File: src/rtl/cdb_arbiter_pkg.sv
// Shared types and constants for the CDB writeback arbiter.
//   wb_bus_t  : one functional-unit result as broadcast on the CDB
//   cdb_pkt_t : a queued result plus the ROB index it completes
// Also provides the source-index constants and a round-robin helper.
package cdb_arbiter_pkg;

  localparam int PHYS_REG_BITS = 6;
  localparam int ROB_NUM_BITS  = 4;

  localparam int CDB_N_SRC     = 4;
  localparam int CDB_SRC_ALU   = 0;
  localparam int CDB_SRC_MULT  = 1;
  localparam int CDB_SRC_DIV   = 2;
  localparam int CDB_SRC_MEM   = 3;

  typedef struct packed {
    logic                     valid;
    logic [4:0]               rd_addr;
    logic [PHYS_REG_BITS-1:0] rd_paddr;
    logic [31:0]              rd_data;
  } wb_bus_t;

  typedef struct packed {
    wb_bus_t                 wb;
    logic [ROB_NUM_BITS-1:0] rob_addr;
  } cdb_pkt_t;

  // Next round-robin position after 'idx' among 'n' sources.
  function automatic int unsigned cdb_rr_inc(input int unsigned idx, input int unsigned n);
    if (idx + 32'd1 >= n) begin
      return 32'd0;
    end else begin
      return idx + 32'd1;
    end
  endfunction

endpackage

File: src/rtl/cdb_src_fifo.sv
// Single-source result queue feeding the CDB arbiter.
// Ports:
//   clk, rst_n   : clock, asynchronous active-low reset
//   flush_i      : synchronous squash, empties the queue and drops this cycle's push
//   push_i       : write push_pkt_i (ignored while full)
//   push_pkt_i   : packet to enqueue
//   pop_i        : drop the head entry (ignored while empty)
//   full_o       : queue holds DEPTH entries (registered state only)
//   empty_o      : queue holds no entries
//   head_o       : oldest entry, valid while !empty_o
module cdb_src_fifo
  import cdb_arbiter_pkg::*;
#(
  parameter int DEPTH = 2
) (
  input  logic     clk,
  input  logic     rst_n,
  input  logic     flush_i,
  input  logic     push_i,
  input  cdb_pkt_t push_pkt_i,
  input  logic     pop_i,
  output logic     full_o,
  output logic     empty_o,
  output cdb_pkt_t head_o
);

  // DEPTH is a power of two, so pointers wrap by natural overflow.
  localparam int PTR_W = (DEPTH > 1) ? $clog2(DEPTH) : 1;
  localparam int CNT_W = $clog2(DEPTH + 1);

  cdb_pkt_t         mem_q [DEPTH];
  logic [PTR_W-1:0] wr_ptr_q, wr_ptr_d;
  logic [PTR_W-1:0] rd_ptr_q, rd_ptr_d;
  logic [CNT_W-1:0] count_q, count_d;
  logic             do_push_s;
  logic             do_pop_s;

  assign full_o  = (count_q == CNT_W'(DEPTH));
  assign empty_o = (count_q == {CNT_W{1'b0}});
  assign head_o  = mem_q[rd_ptr_q];

  // Next-state for pointers and occupancy; flush wins over push and pop.
  always_comb begin
    do_push_s = push_i & ~full_o;
    do_pop_s  = pop_i & ~empty_o;
    wr_ptr_d  = wr_ptr_q;
    rd_ptr_d  = rd_ptr_q;
    count_d   = count_q;
    if (flush_i) begin
      wr_ptr_d = {PTR_W{1'b0}};
      rd_ptr_d = {PTR_W{1'b0}};
      count_d  = {CNT_W{1'b0}};
    end else begin
      if (do_push_s) begin
        wr_ptr_d = wr_ptr_q + PTR_W'(1);
      end else begin
        wr_ptr_d = wr_ptr_q;
      end
      if (do_pop_s) begin
        rd_ptr_d = rd_ptr_q + PTR_W'(1);
      end else begin
        rd_ptr_d = rd_ptr_q;
      end
      case ({do_push_s, do_pop_s})
        2'b10:   count_d = count_q + CNT_W'(1);
        2'b01:   count_d = count_q - CNT_W'(1);
        default: count_d = count_q;
      endcase
    end
  end

  // Pointer and occupancy registers.
  always_ff @(posedge clk or negedge rst_n) begin
    if (!rst_n) begin
      wr_ptr_q <= {PTR_W{1'b0}};
      rd_ptr_q <= {PTR_W{1'b0}};
      count_q  <= {CNT_W{1'b0}};
    end else begin
      wr_ptr_q <= wr_ptr_d;
      rd_ptr_q <= rd_ptr_d;
      count_q  <= count_d;
    end
  end

  // Entry storage; a push in a flush cycle is discarded.
  always_ff @(posedge clk or negedge rst_n) begin
    if (!rst_n) begin
      for (int i = 0; i < DEPTH; i++) begin
        mem_q[i] <= {$bits(cdb_pkt_t){1'b0}};
      end
    end else if (do_push_s && !flush_i) begin
      mem_q[wr_ptr_q] <= push_pkt_i;
    end
  end

endmodule

File: src/rtl/cdb_arbiter.sv
// CDB writeback arbiter: per-unit result queues, round-robin pick of one
// head per cycle, registered broadcast to every CDB consumer.
// Ports:
//   clk, rst_n    : clock, asynchronous active-low reset
//   flush         : synchronous squash of all queued and in-flight results
//   src_wb        : per-unit result, .valid is the request
//   src_rob_addr  : ROB index of each unit's result
//   src_ready     : per-unit accept (queue not full, registered state only)
//   cdb           : broadcast result, held one cycle per result
//   cdb_rob_addr  : ROB index of the broadcast
module cdb_arbiter
  import cdb_arbiter_pkg::*;
#(
  parameter int N_SRC      = CDB_N_SRC,
  parameter int FIFO_DEPTH = 2
) (
  input  logic                    clk,
  input  logic                    rst_n,
  input  logic                    flush,
  input  wb_bus_t                 src_wb       [N_SRC],
  input  logic [ROB_NUM_BITS-1:0] src_rob_addr [N_SRC],
  output logic [N_SRC-1:0]        src_ready,
  output wb_bus_t                 cdb,
  output logic [ROB_NUM_BITS-1:0] cdb_rob_addr
);

  localparam int SEL_W = (N_SRC > 1) ? $clog2(N_SRC) : 1;

  logic [N_SRC-1:0]        full_s;
  logic [N_SRC-1:0]        empty_s;
  logic [N_SRC-1:0]        push_s;
  logic [N_SRC-1:0]        pop_s;
  cdb_pkt_t                in_pkt_s [N_SRC];
  cdb_pkt_t                head_s   [N_SRC];

  logic [SEL_W-1:0]        rr_ptr_q, rr_ptr_d;
  logic [SEL_W-1:0]        winner_s;
  logic [SEL_W-1:0]        idx_s;
  logic                    found_s;
  wb_bus_t                 cdb_q, cdb_d;
  logic [ROB_NUM_BITS-1:0] rob_q, rob_d;

  assign src_ready    = ~full_s;
  assign cdb          = cdb_q;
  assign cdb_rob_addr = rob_q;

  for (genvar g = 0; g < N_SRC; g++) begin : g_src
    assign push_s[g]   = src_wb[g].valid & ~full_s[g];
    assign in_pkt_s[g] = '{wb: src_wb[g], rob_addr: src_rob_addr[g]};

    cdb_src_fifo #(
      .DEPTH (FIFO_DEPTH)
    ) u_fifo (
      .clk        (clk),
      .rst_n      (rst_n),
      .flush_i    (flush),
      .push_i     (push_s[g]),
      .push_pkt_i (in_pkt_s[g]),
      .pop_i      (pop_s[g]),
      .full_o     (full_s[g]),
      .empty_o    (empty_s[g]),
      .head_o     (head_s[g])
    );
  end

  // Round-robin winner: first non-empty queue scanning from rr_ptr upward.
  always_comb begin
    found_s  = 1'b0;
    winner_s = SEL_W'(0);
    idx_s    = SEL_W'(0);
    pop_s    = {N_SRC{1'b0}};
    for (int k = 0; k < N_SRC; k++) begin
      idx_s = SEL_W'((int'(rr_ptr_q) + k) % N_SRC);
      if (!found_s && !empty_s[idx_s]) begin
        found_s  = 1'b1;
        winner_s = idx_s;
      end else begin
        found_s  = found_s;
      end
    end
    if (found_s) begin
      pop_s[winner_s] = 1'b1;
    end else begin
      pop_s = {N_SRC{1'b0}};
    end
  end

  // Next pointer and broadcast contents; flush squashes the popped result.
  always_comb begin
    rr_ptr_d = rr_ptr_q;
    cdb_d    = {$bits(wb_bus_t){1'b0}};
    rob_d    = {ROB_NUM_BITS{1'b0}};
    if (flush) begin
      rr_ptr_d = rr_ptr_q;
    end else if (found_s) begin
      rr_ptr_d       = SEL_W'(cdb_rr_inc(32'(winner_s), 32'(N_SRC)));
      cdb_d          = head_s[winner_s].wb;
      cdb_d.valid    = 1'b1;
      rob_d          = head_s[winner_s].rob_addr;
    end else begin
      rr_ptr_d = rr_ptr_q;
    end
  end

  // Arbitration pointer and broadcast output registers.
  always_ff @(posedge clk or negedge rst_n) begin
    if (!rst_n) begin
      rr_ptr_q <= SEL_W'(0);
      cdb_q    <= {$bits(wb_bus_t){1'b0}};
      rob_q    <= {ROB_NUM_BITS{1'b0}};
    end else begin
      rr_ptr_q <= rr_ptr_d;
      cdb_q    <= cdb_d;
      rob_q    <= rob_d;
    end
  end

endmodule

File: config.mk
export PLATFORM = sky130hd
export DESIGN_NAME = cdb_arbiter
export DESIGN_NICKNAME = d
export VERILOG_FILES = /design/src/rtl/cdb_arbiter_pkg.sv /design/src/rtl/cdb_src_fifo.sv /design/src/rtl/cdb_arbiter.sv
export SDC_FILE = /design/constraint.sdc
export NUM_CORES = 1
export LEC_CHECK = 0
export ABC_AREA = 1
export ABC_CLOCK_PERIOD_IN_PS = 2650
export CORE_UTILIZATION = 55
export CTS_CLUSTER_DIAMETER = 40
export DETAILED_ROUTE_END_ITERATION = 8
export GPL_ROUTABILITY_DRIVEN = 0
export GPL_TIMING_DRIVEN = 0
export PLACE_DENSITY = 0.79
export SYNTH_ARGS = -nofsm -noshare
export SYNTH_HDL_FRONTEND = slang
export SYNTH_SLANG_ARGS = --single-unit
File: constraint.sdc
create_clock -name clk -period 2.65 [get_ports clk]
set_input_delay 0.3975 -clock clk [delete_from_list [all_inputs] [get_ports clk]]
set_output_delay 0.3975 -clock clk [all_outputs]
set_load 0.02 [all_outputs]
==> results of run 1 <==
## cell usage after synthesis, types with 4 or more instances
cell,instances
a21oi_1,101
buf_1,13
buf_2,13
buf_4,9
buf_6,6
clkbuf_1,97
clkbuf_2,4
dfrtp_1,442
inv_1,203
mux2_2,47
mux2i_1,94
nand2_1,497
nand3_1,21
nand4_1,11
nor2_1,151
o21ai_0,466
o21ai_1,16
## layer usage
layer  up-vias  track usage, %  wire length [um]
met5         -               0                 0
met4         0            13.8              2300
met3       153            5.40              4630
met2       829            53.7             28300
met1      8418            43.2             23400
li1       7779               -                 -
## timing repair
action                                  4_1_cts  5_1_grt
pin swaps                                     1        0
endpoints found under the setup margin        3       27
buffers inserted                              2        1
hold endpoints to repair                     86        0
gates resized for setup                       3       23
hold buffers                                  1        0
## cells by family after synthesis
group	synth area share, %
muxes	7.49
xor gates and xnor gates	0.0892
and+or+nand+nor	13.9
AOI/OAI and AO/OA	14.9
DFF	56.3
buffers and inverters	7.21
adders and majority gates	0.0637
## state kept, by name, summed over array words and instances (netlist names)
register	count
g_src.u_fifo.mem_q	376
cdb	44
g_src.u_fifo.count_q	8
cdb_rob_addr	4
g_src.u_fifo.rd_ptr_q	4
g_src.u_fifo.wr_ptr_q	4
rr_ptr_q	2
## power groups by stage
| stage | combinational [mW] | sequential, mW | clock, mW |
|---|---|---|---|
| floorplan | 8.42 | 10.9 | 0 |
| global placement | 13.1 | 10.9 | 0 |
| detailed placement | 13.5 | 11.0 | 0 |
| CTS | 13.9 | 10.9 | 7.93 |
| global route | 15.6 | 11.3 | 8.20 |
| finish | 14.3 | 11.0 | 7.91 |
## worst max-delay path, stage by stage (launching register included)
cell and delay [ns]:
dfrtp_1 0.44, nor2_4 0.17, nand2_1 0.08, nand3_1 0.12, nand2_1 0.10, nor2_4 0.13
nand3b_1 0.12, nand3_4 0.12, buf_4 0.16, buf_4 0.17, ha_1 0.19, inv_1 0.07
nor2_2 0.19, o21ai_0 0.10, a21oi_1 0.29
## path summary, 6_finish.rpt
path | from | endpoint | slack (ns) | depth (start not counted)
worst max-delay path | g_src[3].u_fifo.count_q[1] | g_src[3].u_fifo.rd_ptr_q | 0.07 | 14
worst min-delay path | flush | g_src[0].u_fifo.count_q[0] | 0.25 | 4
min in group asynchronous | rst_n | g_src[3].u_fifo.mem_q[92] | 0.42 | 2
worst min register to register | g_src[1].u_fifo.mem_q[86] | g_src[1].u_fifo.mem_q[86] | 0.48 | 2
worst max register to register | g_src[3].u_fifo.count_q[1] | g_src[3].u_fifo.rd_ptr_q | 0.07 | 14
max in group asynchronous | rst_n | g_src[0].u_fifo.mem_q[16] | 0.69 | 4
## cell type report
cell class / instances / area, um^2
inverter: 208 / 783
sequential: 442 / 11100
tap: 455 / 569
fill: 2565 / 10100
buffer: 140 / 639
timing repair buffer: 252 / 2580
clock buffer: 58 / 1320
clock inverter: 33 / 573
multi-input combinational: 1421 / 7210
## per-stage QoR
step | instance area [um^2] | worst slack [ns]
floorplan | 19600 | 0.369
global placement | 22700 | -17.19
detailed placement | 22700 | -0.193
CTS | 24700 | 0.0758
global route | 24700 | -0.160
finish | 24700 | 0.0702
==> summary.txt, run 1 <==
Pwr
  – Pint: ~20 mW
  – Logic pwr share: between 40% and 50%
  – Clock power share: a little under a quarter
  – Leakage: between 10 and 15 nW
  – Worst vdd ir: between 0.7 and 0.8 mV
  – NetSw: about 14 mW
  – Total power: ~33 mW
  – P per Cell Area: 1340 mW/mm^2
  – Sw Share: about two fifths
  – Sequential power share: 33.2%

Critical path
  – Worst Path Required: 3.10 ns
  – CP Launch Type: flip-flop
  – WP data arrival: just over 3 ns
  – Kind of critical path: flip-flop to flip-flop
  – CP max FO: 10
  – CP endpoint kind: flip-flop

Logic synthesis
  – Synth area leaders: dfrtp_1 56%, o21ai_0 12%, nand2_1 9.5%
  – Synth Cell Area: 0.0196 mm^2
  – Dominant cell type by area after synthesis: dfrtp_1
  – Mapped Nets: roughly 2.4k
  – Syn avg cell area: just under 9 um^2
  – Gate Count Post-Synth: 2213
  – Netlist cell types: 32
  – Top FF cell, synth: dfrtp_1
  – Synth top area share: 56.3%
  – Sequential fraction of the synthesis area: a little under three fifths
  – Ys Warns: 0
  – Asr flop ratio synth: 100%
  – Post-synth EDFFs: 0
  – #FFs+latches synth: roughly 440

Global routing
  – Via count of the first global-routing pass: about 17k
  – GR Util All Layers: between 30% and 40%
  – GRT overflow: 0
  – Initial antenna violation count: 1
  – First-pass GRT wire length: about 90000 um
  – Largest net degree at the start of global routing: 130

Layout
  – Commonest non-fill, non-tap cell in the layout: nand2_1
  – Most frequent cells in the layout: 497 x nand2_1, 463 x o21ai_0, 442 x dfrtp_1, 244 x clkdlybuf4s50_1, 203 x inv_1
  – Area growth syn-to-layout: 26.0%
  – Final core utilization: 71.1%
  – Count of nets after finishing: approximately 2.7k
  – Final Non-Filler Cells: about 3k
  – Share of post-route cells with drive strength above 1: just under 8%
  – Diode count: 0

STA
  – Post-route setup TNS: 0 ns
  – Final hold slack: approximately 0.25 ns
  – Minimum clock period: 2.58 ns
  – Max frequency: 388 MHz
  – Slew Viols, Final: 0
  – RSZ-0062 raised after global routing: yes
  – Final period utilization: a little over nine tenths
  – Fin. Hold Viols: 0
  – Max-slew headroom: 38.4%
  – Slew @ Worst Pin: between 0.9 and 1 ns
  – Clock Skew: about 0.023 ns
  – Count of final setup violators: 0

Floorplan
  – Core Box Area: 0.0348 mm^2
  – Initial Util: about 56%
  – Total die area: about 0.036 mm^2
  – Top-Level Pins: about 250
  – Die Width: approximately 190 um
  – Die H: around 190 um
  – Row cnt: slightly below 70

Clocking
  – Total CTS buffers: 51
  – Root buf cell: clkbuf_16
  – CTS clk-pin slew, worst paths: 0.06 ns
  – Insertion delay of the later-clocked pin in the worst-skew pair: about 0.59 ns
  – Clock Tree Buf Depth: 3
  – Htree depth: 2
  – # clock sinks: 442
  – CTS tree: built

Routing
  – Vias/cell: ~5.7
  – WL/cell: ~20 um
  – Via count: between 15k and 20k
  – First-pass DRT Iterations: 7
  – DR DRC count: 0
  – Post-DRT Antenna Nets: 0
  – Routed wire length: 58700 um
  – DR iter-0 viols: around 1.7k

Min path
  – Worst hold-check path type: primary input to flip-flop

Placement
  – Hpwl dp: between 40000 and 50000 um
  – Dpl cells: about 2.9k
  – Port bufs: around 250

Flow run
  – Maxcap violations: 0

Run status
  – Outcome: complete, no violations
(Power assumes the default switching activity.)
==> run 2, diff against run 1 <==
--- a/config.mk
+++ b/config.mk
@@ -7,12 +7,14 @@
 export LEC_CHECK = 0
 export ABC_AREA = 1
 export ABC_CLOCK_PERIOD_IN_PS = 2650
+export CAP_MARGIN = 20
 export CORE_UTILIZATION = 55
 export CTS_CLUSTER_DIAMETER = 40
 export DETAILED_ROUTE_END_ITERATION = 8
 export GPL_ROUTABILITY_DRIVEN = 0
 export GPL_TIMING_DRIVEN = 0
 export PLACE_DENSITY = 0.79
+export SKIP_LAST_GASP = 1
 export SYNTH_ARGS = -nofsm -noshare
 export SYNTH_HDL_FRONTEND = slang
 export SYNTH_SLANG_ARGS = --single-unit
==> summary.txt, run 2 (same netlist as run 1, synthesis figures left out) <==
STA
  – Post-route setup TNS: 0 ns (unchanged)
  – Slew Viols, Final: 0 (unchanged)
  – Clock Skew: 0.0237 ns (+0.000507 ns)
  – Final hold slack: 0.252 ns (-0.00150 ns)
  – Max frequency: 386 MHz (-0.42%)
  – Max-slew headroom: 38.6% (+0.13 points)
  – Count of final setup violators: 0 (unchanged)
  – Final period utilization: 97.8% (+0.41 points)
  – Slew @ Worst Pin: 0.922 ns (-0.00190 ns)
  – Fin. Hold Viols: 0 (unchanged)
  – Minimum clock period: 2.59 ns (+0.0110 ns)
  – RSZ-0062 raised after global routing: yes

Pwr
  – Worst vdd ir: 0.752 mV (+5.7%)
  – Leakage: 11.9 nW (about the same)
  – P per Cell Area: 1340 mW/mm^2 (-0.18%)

Min path
  – Min-delay src: flush
  – Worst hold-check path type: primary input to flip-flop
  – Hold EP: g_src[0].u_fifo.count_q[1]
  – Worst Hold Depth: 4 (unchanged)

Global routing
  – Initial antenna violation count: 1 (unchanged)
  – GR Util All Layers: 32.7% (unchanged)
  – Via count of the first global-routing pass: 17.2k (unchanged)
  – First-pass GRT wire length: 91600 um (unchanged)
  – Largest net degree at the start of global routing: 130 (unchanged)
  – GRT overflow: 0 (unchanged)

Routing
  – Post-DRT Antenna Nets: 0 (unchanged)
  – Via count: 17.1k (-0.34%)
  – WL/cell: 19.4 um (-0.30%)
  – DR DRC count: 0 (unchanged)
  – First-pass DRT Iterations: 6 (-1)
  – Routed wire length: 58500 um (-0.30%)
  – DR iter-0 viols: 1658 (-4.2%)
  – Vias/cell: 5.69 (-0.34%)

Clocking
  – # clock sinks: 442 (unchanged)
  – Clock Tree Buf Depth: 3 (unchanged)
  – CTS clk-pin slew, worst paths: 0.06 ns (about the same)
  – CTS tree: built
  – Htree depth: 2 (unchanged)
  – Insertion delay of the later-clocked pin in the worst-skew pair: 0.59 ns (about the same)
  – Total CTS buffers: 51 (unchanged)
  – Root buf cell: clkbuf_16

Critical path
  – Cells along the critical path: buf_4, inv_4, nand2_1, nand3_2, nand2_2, nor2_4, nand3b_1, nand3_4, buf_4, buf_4, ha_1, inv_1, nor2_2, o21ai_0, a21oi_1
  – Worst Path Required: 3.10 ns (about the same)
  – Most common cell type on the critical path: buf_4
  – Critical-path top delay cell: dfrtp_1
  – CP endpoint kind: flip-flop
  – WP data arrival: 3.04 ns (about the same)
  – Kind of critical path: flip-flop to flip-flop
  – R2R cell count: 15 (+1)
  – Reg-to-Reg Start: rr_ptr_q[0]
  – Capturing point of the worst reg2reg path: g_src[3].u_fifo.rd_ptr_q
  – Critical path's largest stage delay: 0.36 ns (-0.08 ns)
  – R2R Setup Slk: 0.06 ns (about the same)
  – CP max FO: 10 (unchanged)
  – CP Launch Type: flip-flop

Layout
  – Diode count: 0 (unchanged)
  – Final Non-Filler Cells: 3009 (unchanged)
  – Commonest non-fill, non-tap cell in the layout: nand2_1
  – Count of nets after finishing: 2712 (unchanged)
  – Most frequent cells in the layout: 497 x nand2_1, 463 x o21ai_0, 442 x dfrtp_1, 244 x clkdlybuf4s50_1, 203 x inv_1
  – Biggest register: g_src.u_fifo.mem_q
  – Area growth syn-to-layout: 25.9% (about the same)
  – Max reg flops: 376 (unchanged)
  – Share of post-route cells with drive strength above 1: 7.75% (-0.039 points)
  – Fillers: 2561 (-0.16%)

Floorplan
  – Total die area: 0.0365 mm^2 (unchanged)
  – Core Box Area: 0.0348 mm^2 (unchanged)
  – Row cnt: 68 (unchanged)
  – Top-Level Pins: 247 (unchanged)
  – Die H: 191 um (unchanged)
  – Die Width: 191 um (unchanged)
  – Initial Util: 56.4% (unchanged)

Flow run
  – Maxcap violations: 0 (unchanged)

Placement
  – Hpwl dp: 42000 um (unchanged)
  – Port bufs: 245 (unchanged)
  – Dpl cells: 2916 (unchanged)

Run status
  – Outcome: complete, no violations
-- run 2: worst max path at each step --
stage                          startpoint                    endpoint  cells after the start
2_1_floorplan  g_src[3].u_fifo.count_q[1]  g_src[3].u_fifo.count_q[0]                     19
3_3_place_gp                        rst_n   g_src[0].u_fifo.mem_q[24]                      1
3_5_place_dp   g_src[3].u_fifo.count_q[1]  g_src[3].u_fifo.count_q[0]                     17
4_1_cts        g_src[3].u_fifo.count_q[1]  g_src[3].u_fifo.count_q[0]                     16
5_1_grt                       rr_ptr_q[0]  g_src[3].u_fifo.count_q[0]                     17
6_report                      rr_ptr_q[0]    g_src[3].u_fifo.rd_ptr_q                     15
-- run 2: area by class of cell --
class | count | area (um^2) | area share [%]
flip-flops and latches | 442 | 11100 | 44.7
multi-input cells | 1421 | 7200 | 29.1
repair buffers | 252 | 2580 | 10.5
clock buffers | 58 | 1320 | 5.35
inverters | 208 | 783 | 3.17
plain buffers | 140 | 638 | 2.58
clock inverters | 33 | 573 | 2.32
well taps | 455 | 569 | 2.30
-- run 2: stage by stage --
stage	util (%)	setup WS [ns]	total power [mW]	instance area [um^2]
global placement	65.1	-17.19	24.0	22700
CTS	70.9	0.0758	32.8	24700
global route	71.1	-0.160	35.0	24700
detailed placement	65.4	-0.193	24.5	22700
finish	71.1	0.0592	33.2	24700
floorplan	-	0.369	19.4	19600
-- run 2: what timing repair did --
action | CTS | global route
resized for setup | 3 | 20
pin swaps | 1 | 0
buffers inserted | 2 | 1
endpoints found under the setup margin | 3 | 27
hold buffers | 1 | 0
endpoints found under the hold margin | 86 | 0
-- run 2: worst max-delay path, delay by kind of cell (launching register included) --
family	cells	cell delay [ns]
adders and majority gates	1	0.18
buffers and inverters	5	0.65
AOI/OAI and AO/OA	2	0.41
and+or+nand+nor	7	0.83
DFF	1	0.36
-- run 2: power by group --
part	total [mW]	switching (mW)	internal, mW
clock network	7.89	2.91	4.98
registers	11.0	1.51	9.50
logic	14.3	9.15	5.10
total	33.2	13.6	19.6
-- run 2: routing by layer --
layer	GRT usage (%)	wire length [um]	up-vias
met5	0	0	-
met4	13.8	2390	0
met1	43.2	23100	8264
li1	-	-	7783
met2	53.7	28000	912
met3	5.40	5000	162
==> run 3, diff against run 2 <==
--- a/config.mk
+++ b/config.mk
@@ -6,7 +6,7 @@
 export NUM_CORES = 1
 export LEC_CHECK = 0
 export ABC_AREA = 1
-export ABC_CLOCK_PERIOD_IN_PS = 2650
+export ABC_CLOCK_PERIOD_IN_PS = 3300
 export CAP_MARGIN = 20
 export CORE_UTILIZATION = 55
 export CTS_CLUSTER_DIAMETER = 40
==> constraint.sdc (replaced) <==
create_clock -name clk -period 3.3 [get_ports clk]
set_input_delay 0.495 -clock clk [delete_from_list [all_inputs] [get_ports clk]]
set_output_delay 0.495 -clock clk [all_outputs]
set_load 0.02 [all_outputs]
==> summary.txt, run 3 (same netlist as run 1, synthesis figures left out) <==
Critical path
  – CP Launch Type: flip-flop
  – Worst Path Buf+Inv: 4 (-1)
  – WP data arrival: 3.40 ns (+0.36 ns)
  – Cells along the critical path: nor2_1, nand2_1, nand3_1, o21ai_0, nand3_1, nand2_1, nand2_2, buf_6, buf_2, inv_1, ha_1, inv_1, nor2_1, a21oi_1, o21ai_0, nand3_1, o21ai_0
  – Largest delay share family, worst path: simple AND/OR/NAND/NOR gates
  – Critical-path top delay cell: dfrtp_1
  – CP endpoint kind: flip-flop
  – CP max FO: 10 (unchanged)
  – Critical path's largest stage delay: 0.42 ns (+0.06 ns)
  – Worst Path Required: 3.74 ns (+0.64 ns)
  – Kind of critical path: flip-flop to flip-flop

STA
  – Fin. Hold Viols: 0 (unchanged)
  – Max-slew headroom: 39.3% (+0.78 points)
  – Final period utilization: 89.6% (-8.2 points)
  – Minimum clock period: 2.96 ns (+0.365 ns)
  – Count of final setup violators: 0 (unchanged)
  – Clock Skew: 0.0247 ns (+0.000967 ns)
  – Setup ws final: 0.344 ns (+0.285 ns)
  – Max frequency: 338 MHz (-12%)
  – Slew @ Worst Pin: 0.910 ns (-0.0117 ns)
  – Final hold slack: 0.342 ns (+0.0894 ns)
  – RSZ-0062 raised after global routing: no
  – Slew Viols, Final: 0 (unchanged)

Pwr
  – Worst vdd ir: 0.544 mV (-28%)
  – Leakage: 11.9 nW (-0.32%)
  – P per Cell Area: 1070 mW/mm^2 (-20%)

Placement
  – Port bufs: 245 (unchanged)
  – Hpwl dp: 42000 um (unchanged)
  – Dpl cell area: 0.0227 mm^2 (unchanged)
  – DP Worst Slack: 0.457 ns (+0.650 ns)

Layout
  – Biggest register: g_src.u_fifo.mem_q
  – Most frequent cells in the layout: 497 x nand2_1, 466 x o21ai_0, 442 x dfrtp_1, 244 x clkdlybuf4s50_1, 203 x inv_1
  – Fin area: 0.0247 mm^2 (-0.32%)
  – Area growth syn-to-layout: 25.5%
  – Final core utilization: 70.8% (-0.23 points)
  – Diode count: 0 (unchanged)
  – Count of nets after finishing: 2711 (-0.037%)
  – Commonest non-fill, non-tap cell in the layout: nand2_1
  – Max reg flops: 376 (unchanged)
  – Share of post-route cells with drive strength above 1: 7.25% (-0.51 points)

Min path
  – Worst hold-check path type: primary input to flip-flop

Routing
  – Via count: 17.2k (+0.17%)
  – WL/cell: 19.5 um (+0.15%)
  – Routed wire length: 58600 um (+0.12%)
  – DR DRC count: 0 (unchanged)
  – Vias/cell: 5.70 (+0.20%)
  – DR iter-0 viols: 1825 (+10%)
  – First-pass DRT Iterations: 7 (+1)
  – Post-DRT Antenna Nets: 0 (unchanged)

Clocking
  – Clock Tree Buf Depth: 3 (unchanged)
  – Insertion delay of the later-clocked pin in the worst-skew pair: 0.59 ns (about the same)
  – CTS clk-pin slew, worst paths: 0.06 ns (about the same)
  – CTS tree: built
  – Post-CTS sizing: 0 (-3)
  – Root buf cell: clkbuf_16
  – # clock sinks: 442 (unchanged)
  – Htree depth: 2 (unchanged)
  – Post-CTS setup buffers: 0 (-2)
  – Total CTS buffers: 51 (unchanged)

Global routing
  – Via count of the first global-routing pass: 17.1k (-0.40%)
  – GR Util All Layers: 32.6% (-0.085 points)
  – Initial antenna violation count: 2 (+1)
  – Largest net degree at the start of global routing: 130 (unchanged)
  – First-pass GRT wire length: 91300 um (-0.24%)
  – GRT overflow: 0 (unchanged)

Floorplan
  – Total die area: 0.0365 mm^2 (unchanged)
  – Core Box Area: 0.0348 mm^2 (unchanged)
  – Row cnt: 68 (unchanged)
  – Die Width: 191 um (unchanged)
  – Top-Level Pins: 247 (unchanged)
  – Initial Util: 56.4% (unchanged)
  – Die H: 191 um (unchanged)

Flow run
  – Maxcap violations: 0 (unchanged)

Run status
  – Outcome: complete, no violations
## run 3: cell types whose count changed in the layout (fill, tap and decap cells not counted), sizes merged
cell    delta
buf        -2
clkbuf     +1
## run 3: power breakdown
part           total, mW  internal [mW]  switching (mW)  leakage [nW]
Sequential          8.84           7.63            1.21          5.55
Clock               6.35           4.00            2.34         0.925
Combinational       11.2           3.93            7.30          5.38
Total               26.4           15.6            10.9          11.9
## run 3: cell type report
type	count	area (um^2)
Clock inverter	33	573
Fill cell	2582	10100
Multi-Input combinational cell	1421	7160
Clock buffer	58	1320
Tap cell	455	569
Timing Repair Buffer	249	2550
Buffer	142	633
Inverter	208	783
Sequential cell	442	11100
## run 3: what timing repair did
action	in CTS	in global routing
hold buffers	1	0
endpoints found under the setup margin	0	0
endpoints found under the hold margin	86	0
## run 3: worst paths after layout
check	startpoint	to	slack (ns)	cells after the start
worst min-delay path	flush	g_src[0].u_fifo.count_q[0]	0.34	4
worst max-delay path	g_src[3].u_fifo.count_q[1]	g_src[3].u_fifo.count_q[0]	0.34	17
min in group asynchronous	rst_n	g_src[3].u_fifo.mem_q[44]	0.52	2
worst max register to register	g_src[3].u_fifo.count_q[1]	g_src[3].u_fifo.count_q[0]	0.34	17
worst min register to register	g_src[1].u_fifo.mem_q[86]	g_src[1].u_fifo.mem_q[86]	0.48	2
max in group asynchronous	rst_n	g_src[0].u_fifo.mem_q[65]	1.28	4
## run 3: through the flow
stage	instances	power, mW	setup TNS (ns)
6_report	3008	26.4	0
5_1_grt	3008	27.9	0
4_1_cts	3008	26.2	0
3_5_place_dp	2916	19.7	0
3_3_place_gp	2913	19.3	-7331.43
2_1_floorplan	2213	15.5	0
## run 3: layer usage
layer	track usage, %	up-vias	part of all wire (%)
li1	-	7769	-
met1	43.2	8330	40
met2	53.5	884	48
met3	5.20	165	8.2
met4	13.8	2	4.1
met5	0	-	0.019
## run 3: tightest hold or removal path: stages
cell and delay [ns]:
buf_2 0.21, a21oi_2 0.06, nand2_1 0.05, nand2_1 0.05
